File: src/rtl/capture_pkg.sv
// Shared types for the packet capture engine: internal FSM encoding and the
// 2-bit status codes reported to the host register block.
package capture_pkg;

    typedef enum logic [2:0] {
        IDLE,
        ARMED,
        CAPTURE,
        FLUSH,
        DONE
    } cap_state_t;

    localparam logic [1:0] ST_IDLE    = 2'b00;
    localparam logic [1:0] ST_ARMED   = 2'b01;
    localparam logic [1:0] ST_CAPTURE = 2'b10;
    localparam logic [1:0] ST_DONE    = 2'b11;

    // FLUSH is still "capturing" from the host's point of view.
    function automatic logic [1:0] state_code(input cap_state_t s);
        logic [1:0] code;
        code = ST_IDLE;
        case (s)
            IDLE:    code = ST_IDLE;
            ARMED:   code = ST_ARMED;
            CAPTURE: code = ST_CAPTURE;
            FLUSH:   code = ST_CAPTURE;
            DONE:    code = ST_DONE;
            default: code = ST_IDLE;
        endcase
        return code;
    endfunction

endpackage

File: src/rtl/pkt_capture_ctrl.sv
// Single-packet capture engine: takes one packet from a streaming source and
// writes it word by word into a host-programmed buffer via an Avalon-MM master.
module pkt_capture_ctrl
    import capture_pkg::*;
#(
    parameter int N = 32
) (
    input  logic         clk,
    input  logic         reset,
    input  logic         start,
    input  logic         abort,
    input  logic [N-1:0] base_addr,
    input  logic [N-1:0] max_len,
    input  logic         st_valid,
    output logic         st_ready,
    input  logic [N-1:0] st_data,
    input  logic         st_sop,
    input  logic         st_eop,
    output logic [N-1:0] m_address,
    output logic         m_write,
    output logic [N-1:0] m_writedata,
    input  logic         m_waitrequest,
    output logic [1:0]   state,
    output logic [N-1:0] bytes_written,
    output logic         overflow
);

    localparam int WB = N / 8;
    localparam int LG = $clog2(WB);
    localparam logic [N-1:0] WB_BYTES = N'(WB);

    cap_state_t cur, nxt;

    logic [N-1:0] base_reg;
    logic [N-1:0] cap_words;
    logic [N-1:0] offset;
    logic         abort_pend;
    logic         abort_pend_nxt;

    logic         take_word;
    logic         drop_word;
    logic         arm;
    logic         wr_done;
    logic         can_retire;
    logic         buf_full;
    logic [N-1:0] max_words;

    assign wr_done    = m_write && !m_waitrequest;
    assign can_retire = !m_write || !m_waitrequest;
    assign buf_full   = (offset == cap_words);
    assign max_words  = max_len >> LG;
    assign state      = state_code(cur);

    // State register plus the "abort waiting for a stalled write" flag.
    always_ff @(posedge clk or posedge reset) begin
        if (reset) begin
            cur        <= IDLE;
            abort_pend <= 1'b0;
        end else begin
            cur        <= nxt;
            abort_pend <= abort_pend_nxt;
        end
    end

    // Next-state and stream handshake. An abort outranks everything and only
    // retires once the holding stage is empty.
    always_comb begin
        nxt            = cur;
        abort_pend_nxt = abort_pend;
        st_ready       = 1'b0;
        take_word      = 1'b0;
        drop_word      = 1'b0;
        arm            = 1'b0;

        if (abort || abort_pend) begin
            if (can_retire) begin
                nxt            = IDLE;
                abort_pend_nxt = 1'b0;
            end else begin
                abort_pend_nxt = 1'b1;
            end
        end else begin
            case (cur)
                IDLE, DONE: begin
                    if (start) begin
                        arm = 1'b1;
                        nxt = (max_words == '0) ? DONE : ARMED;
                    end
                end
                ARMED: begin
                    st_ready = 1'b1;
                    if (st_valid && st_sop) begin
                        take_word = 1'b1;
                        nxt       = st_eop ? FLUSH : CAPTURE;
                    end
                end
                CAPTURE: begin
                    if (buf_full) begin
                        st_ready  = 1'b1;
                        drop_word = st_valid;
                    end else begin
                        st_ready  = can_retire;
                        take_word = st_valid && can_retire;
                    end
                    if (st_valid && st_ready && st_eop) begin
                        nxt = FLUSH;
                    end
                end
                FLUSH: begin
                    if (can_retire) begin
                        nxt = DONE;
                    end
                end
                default: nxt = IDLE;
            endcase
        end
    end

    // Buffer bookkeeping and the single-entry write holding stage.
    always_ff @(posedge clk or posedge reset) begin
        if (reset) begin
            base_reg      <= '0;
            cap_words     <= '0;
            offset        <= '0;
            bytes_written <= '0;
            overflow      <= 1'b0;
            m_write       <= 1'b0;
            m_address     <= '0;
            m_writedata   <= '0;
        end else begin
            if (arm) begin
                base_reg      <= base_addr;
                cap_words     <= max_words;
                offset        <= '0;
                bytes_written <= '0;
                overflow      <= 1'b0;
            end else if (wr_done) begin
                bytes_written <= bytes_written + WB_BYTES;
            end

            if (take_word) begin
                m_write     <= 1'b1;
                m_address   <= base_reg + (offset << LG);
                m_writedata <= st_data;
                offset      <= offset + 1'b1;
            end else if (wr_done) begin
                m_write <= 1'b0;
            end

            if (drop_word) begin
                overflow <= 1'b1;
            end
        end
    end

endmodule

File: config.mk
export PLATFORM = sky130hd
export DESIGN_NAME = pkt_capture_ctrl
export DESIGN_NICKNAME = d
export VERILOG_FILES = /design/src/rtl/capture_pkg.sv /design/src/rtl/pkt_capture_ctrl.sv
export SDC_FILE = /design/constraint.sdc
export NUM_CORES = 1
export LEC_CHECK = 0
export BUFFER_PORTS_ARGS = -buffer_cell sky130_fd_sc_hd__buf_2
export CORE_UTILIZATION = 56
export CTS_CLUSTER_DIAMETER = 40
export CTS_CLUSTER_SIZE = 12
export DETAILED_ROUTE_END_ITERATION = 8
export PLACE_DENSITY_LB_ADDON = 0.12
export RECOVER_POWER = 25
export SYNTH_ARGS = -nofsm -noshare
export SYNTH_HDL_FRONTEND = slang
export SYNTH_SLANG_ARGS = --single-unit
File: constraint.sdc
create_clock -name clk -period 7.9 [get_ports clk]
set_input_delay 0.395 -clock clk [delete_from_list [all_inputs] [get_ports clk]]
set_output_delay 0.395 -clock clk [all_outputs]
set_load 0.01 [all_outputs]
==> Flow_metrics.wiki <==
{| class="wikitable"
! Metric !! Value
|-
| Gr busiest metal || met2
|-
| Startpoint Class || primary input
|-
| CTS Hold Buffers Added || 0
|-
| Iter 0 DRT Violations || roughly 740
|-
| Power density over the cells || around 300 mW/mm^2
|-
| Length in cells of the worst reg-to-reg path || 9
|-
| H-tree depth || 4
|-
| Final number of max-transition violations || 131
|-
| Worst skew pair latency || approximately 430 ps
|-
| Clock transition time at the flip-flop clock pins of the worst setup and hold paths || 70 ps
|-
| Vias after detailed routing || 8,849
|-
| Slew Limit Headroom || -279%
|-
| Ant diodes || 0
|-
| Number of inserted filler cells in the final layout || between 1,500 and 2,000
|-
| Bufs and invs on worst path || 2
|-
| Met3 track utilization from global routing || 3.79%
|-
| Number of flops mapped to enable cells by yosys || 0
|-
| Transition at the pin with the smallest max-transition slack || ~5700 ps
|-
| Final sum of negative setup slack || 0 ps
|-
| Buffer count from post-CTS setup fixing || 0
|-
| Hold crit path type || in -> reg
|-
| GRT Overall Usage || 26.7%
|-
| Classification of the worst setup path || in -> async
|-
| Number of buffers between clock root and the deepest sink || 2
|-
| Finish-stage setup viols || 0
|-
| Number of remaining DRC errors || 0
|-
| Wire length reported by the detailed router || ~25,000 um
|-
| Result of the run || finished with violations
|-
| Number of cells on the critical path || 2
|-
| Die width || approximately 140 um
|-
| Fraction of final layout cells with drive strength greater than 1 || 18.8%
|-
| Initial antenna violation count || 0
|-
| Core box area || between 0.015 and 0.02 mm^2
|-
| Top delay family on crit path || buffers and inverters
|-
| Sum of overflow across all layers after global routing || 0
|-
| Worst ir drop on vdd || between 200 and 250 uV
|-
| Post-synthesis average cell area || about 8.8 um^2
|-
| Post-CTS resize count || 0
|-
| Clk Tree Root Cell || sky130_fd_sc_hd__clkbuf_16
|-
| Maximum clock rate || 234 MHz
|-
| Total Die Area || roughly 0.019 mm^2
|-
| Async set-or-reset flop fraction in the synthesized netlist || 100%
|-
| #FFs+latches synth || 194
|-
| Maximum fanout encountered on the critical timing path || 130
|-
| Setup repair after global routing missed its margin || false
|-
| Starting Density || between 50% and 60%
|-
| Critical-path top delay cell || sky130_fd_sc_hd__clkinvlp_2
|-
| Synth Flop Type || sky130_fd_sc_hd__dfrtp_1
|-
| Endpoint arrival time on the critical path || around 3800 ps
|-
| Port Buffer Count || 200
|-
| Post-DR wirelength/cell || 15.7 um
|-
| Number of buffers created by CTS || 17
|-
| Number of cell rows || 49
|-
| Failing checks || max-capacitance violations, max-slew violations
|-
| I/O pin count || roughly 210
|-
| Number of sinks driven by the clock tree || 194
|-
| Final setup skew || slightly above 10 ps
|-
| Hold Crit Depth || 3
|-
| Ordered cell list for the critical path || buf_2, clkinvlp_2
|-
| Total standard cell area after synthesis || 0.0103 mm^2
|-
| Min cycle time layout || between 4000 and 5000 ps
|-
| Clock tree from TritonCTS || built
|-
| Maximum capacitance violations || 1
|-
| Share of the clock period used by the worst path after layout || approximately 54%
|-
| Element type at the critical path end || async pin
|-
| Final total power || about 3.6 mW
|-
| Met1 usage || roughly 38%
|-
| Die height || about 140 um
|-
| Number of routed nets with antenna violations || 0
|-
| Required time of the critical path || 7400 ps
|-
| Final-stage net count || about 1,500
|-
| Placed wire-length estimate || 17,500 um
|-
| Layout area overhead || 16.5%
|-
| Via count of the first global-routing pass || slightly above 8,000
|-
| Final estimated routing congestion in global placement || roughly 0.9
|-
| 1st-pass router iterations || 5
|-
| Mapped Cells || 1,175
|-
| Yosys synthesis warning count || 0
|-
| Largest net degree at the start of global routing || roughly 130
|-
| Number of vias per cell || around 5.6
|-
| Longest individual stage delay on the worst path || between 3000 and 4000 ps
|-
| Synth unique cells || 70
|-
| Leak || between 5 and 6 nW
|-
| Global-route wire length before repair || a little under 40,000 um
|-
| Routing usage on met2 || between 40% and 50%
|-
| Proportion of synthesized chip area in sequential cells || between 40% and 50%
|-
| Final hold violation count || 0
|}
-- path summary, 6_finish.rpt --
check / end / start / slack (ps)
setup / recovery: m_writedata[30] / reset / 3630
hold / removal: base_reg[3] / base_addr[3] / 150
setup reg to reg: m_address[26] / offset[0] / 4650
hold reg to reg: m_writedata[29] / m_writedata[29] / 460
max in group clk: m_address[26] / offset[0] / 4650
min in group asynchronous: bytes_written[22] / reset / 1620
-- placed cells by master, fill, tap and decap left out, drive strengths merged, types with 5 or more instances in the layout --
| cell | netlist | layout |
|---|---|---|
| a211oi | 6 | 6 |
| and3 | 13 | 13 |
| o211ai | 13 | 13 |
| nor4 | 18 | 18 |
| o311ai | 6 | 6 |
| clkbuf | 30 | 19 |
| o41ai | 6 | 6 |
| o21bai | 5 | 5 |
| nand3 | 34 | 34 |
| xor2 | 28 | 28 |
| ha | 31 | 31 |
| o31ai | 9 | 9 |
| nor2 | 78 | 78 |
| o21ai | 33 | 33 |
| mux2i | 23 | 23 |
| nand2 | 374 | 374 |
| nor2b | 9 | 9 |
| buf | 22 | 204 |
| xnor2 | 42 | 42 |
| a21o | 11 | 11 |
| a21oi | 53 | 53 |
| dfrtp | 194 | 194 |
| and4 | 7 | 7 |
| nand4 | 23 | 23 |
| inv | 18 | 19 |
| nor3 | 24 | 24 |
| or3 | 5 | 5 |
-- final cells by class --
class | instances | area [um^2] | share of cell area [%]
inverters | 18 | 68.8 | 0.572
repair buffers | 204 | 1030 | 8.57
clock buffers | 19 | 433 | 3.60
well taps | 229 | 287 | 2.38
clock inverters | 12 | 183 | 1.52
multi-input cells | 912 | 5170 | 43.0
flip-flops and latches | 194 | 4850 | 40.4
-- cells by family (layout without fill, tap and decap cells) --
group,count (synthesis),after routing,share of synthesized area [%]
AND/OR/NAND/NOR,608,608,26.1
flip-flops,194,194,47.0
AO/OA/AOI/OAI,175,175,11.5
XOR/XNOR,70,70,5.94
buffers and inverters,70,253,3.01
adder cells (fa/ha/maj),32,32,3.95
multiplexers,25,25,2.45
other,1,2,0.0363
-- layer usage --
layer	wire length, um	vias to the layer above
met3	1370	52
met1	11700	4121
met2	11200	303
met5	0	-
met4	567	0
li1	-	4373
-- per-stage QoR --
stage	hold WS, ps	worst slack [ps]	util [%]	cells	instance area, um^2
after floorplan	446	2220	-	1176	10300
after global placement	444	4790	63.3	1557	11400
after detailed placement	451	4710	63.3	1557	11400
after CTS	139	4670	66.8	1588	12000
after global routing	134	2660	66.7	1588	12000
final	148	3630	66.7	1588	12000
-- where the power goes --
part           total [mW]  internal [mW]  switching (mW)
Clock               0.918          0.532           0.386
Sequential           1.53           1.32           0.214
Combinational        1.15          0.469           0.682
-- cell usage after synthesis, drive strengths merged, types with 4 or more instances --
master  number  area share, %
nand3       34            1.7
nor3        24            1.2
nor3b        4           0.40
o41ai        6           0.51
a211oi       6           0.44
o211ai      13            1.1
mux2i       23            2.2
o21ai       33            1.6
and4         7           0.59
o21a         4           0.29
xnor2       42            3.6
buf         22            1.3
nand2      374             14
nor4        18            1.3
o21bai       5           0.36
and3        13           0.79
a31oi        4           0.24
clkbuf      30            1.1
xor2        28            2.4
o311ai       6           0.51
inv         18           0.65
o31ai        9           0.65
nor2        78            2.9
nor2b        9           0.62
a21oi       53            2.7
or2          4           0.27
or3          5           0.35
nand4       23            1.4
a21o        11           0.80
ha          31            3.8
dfrtp      194             47
(Power assumes the default switching activity.)
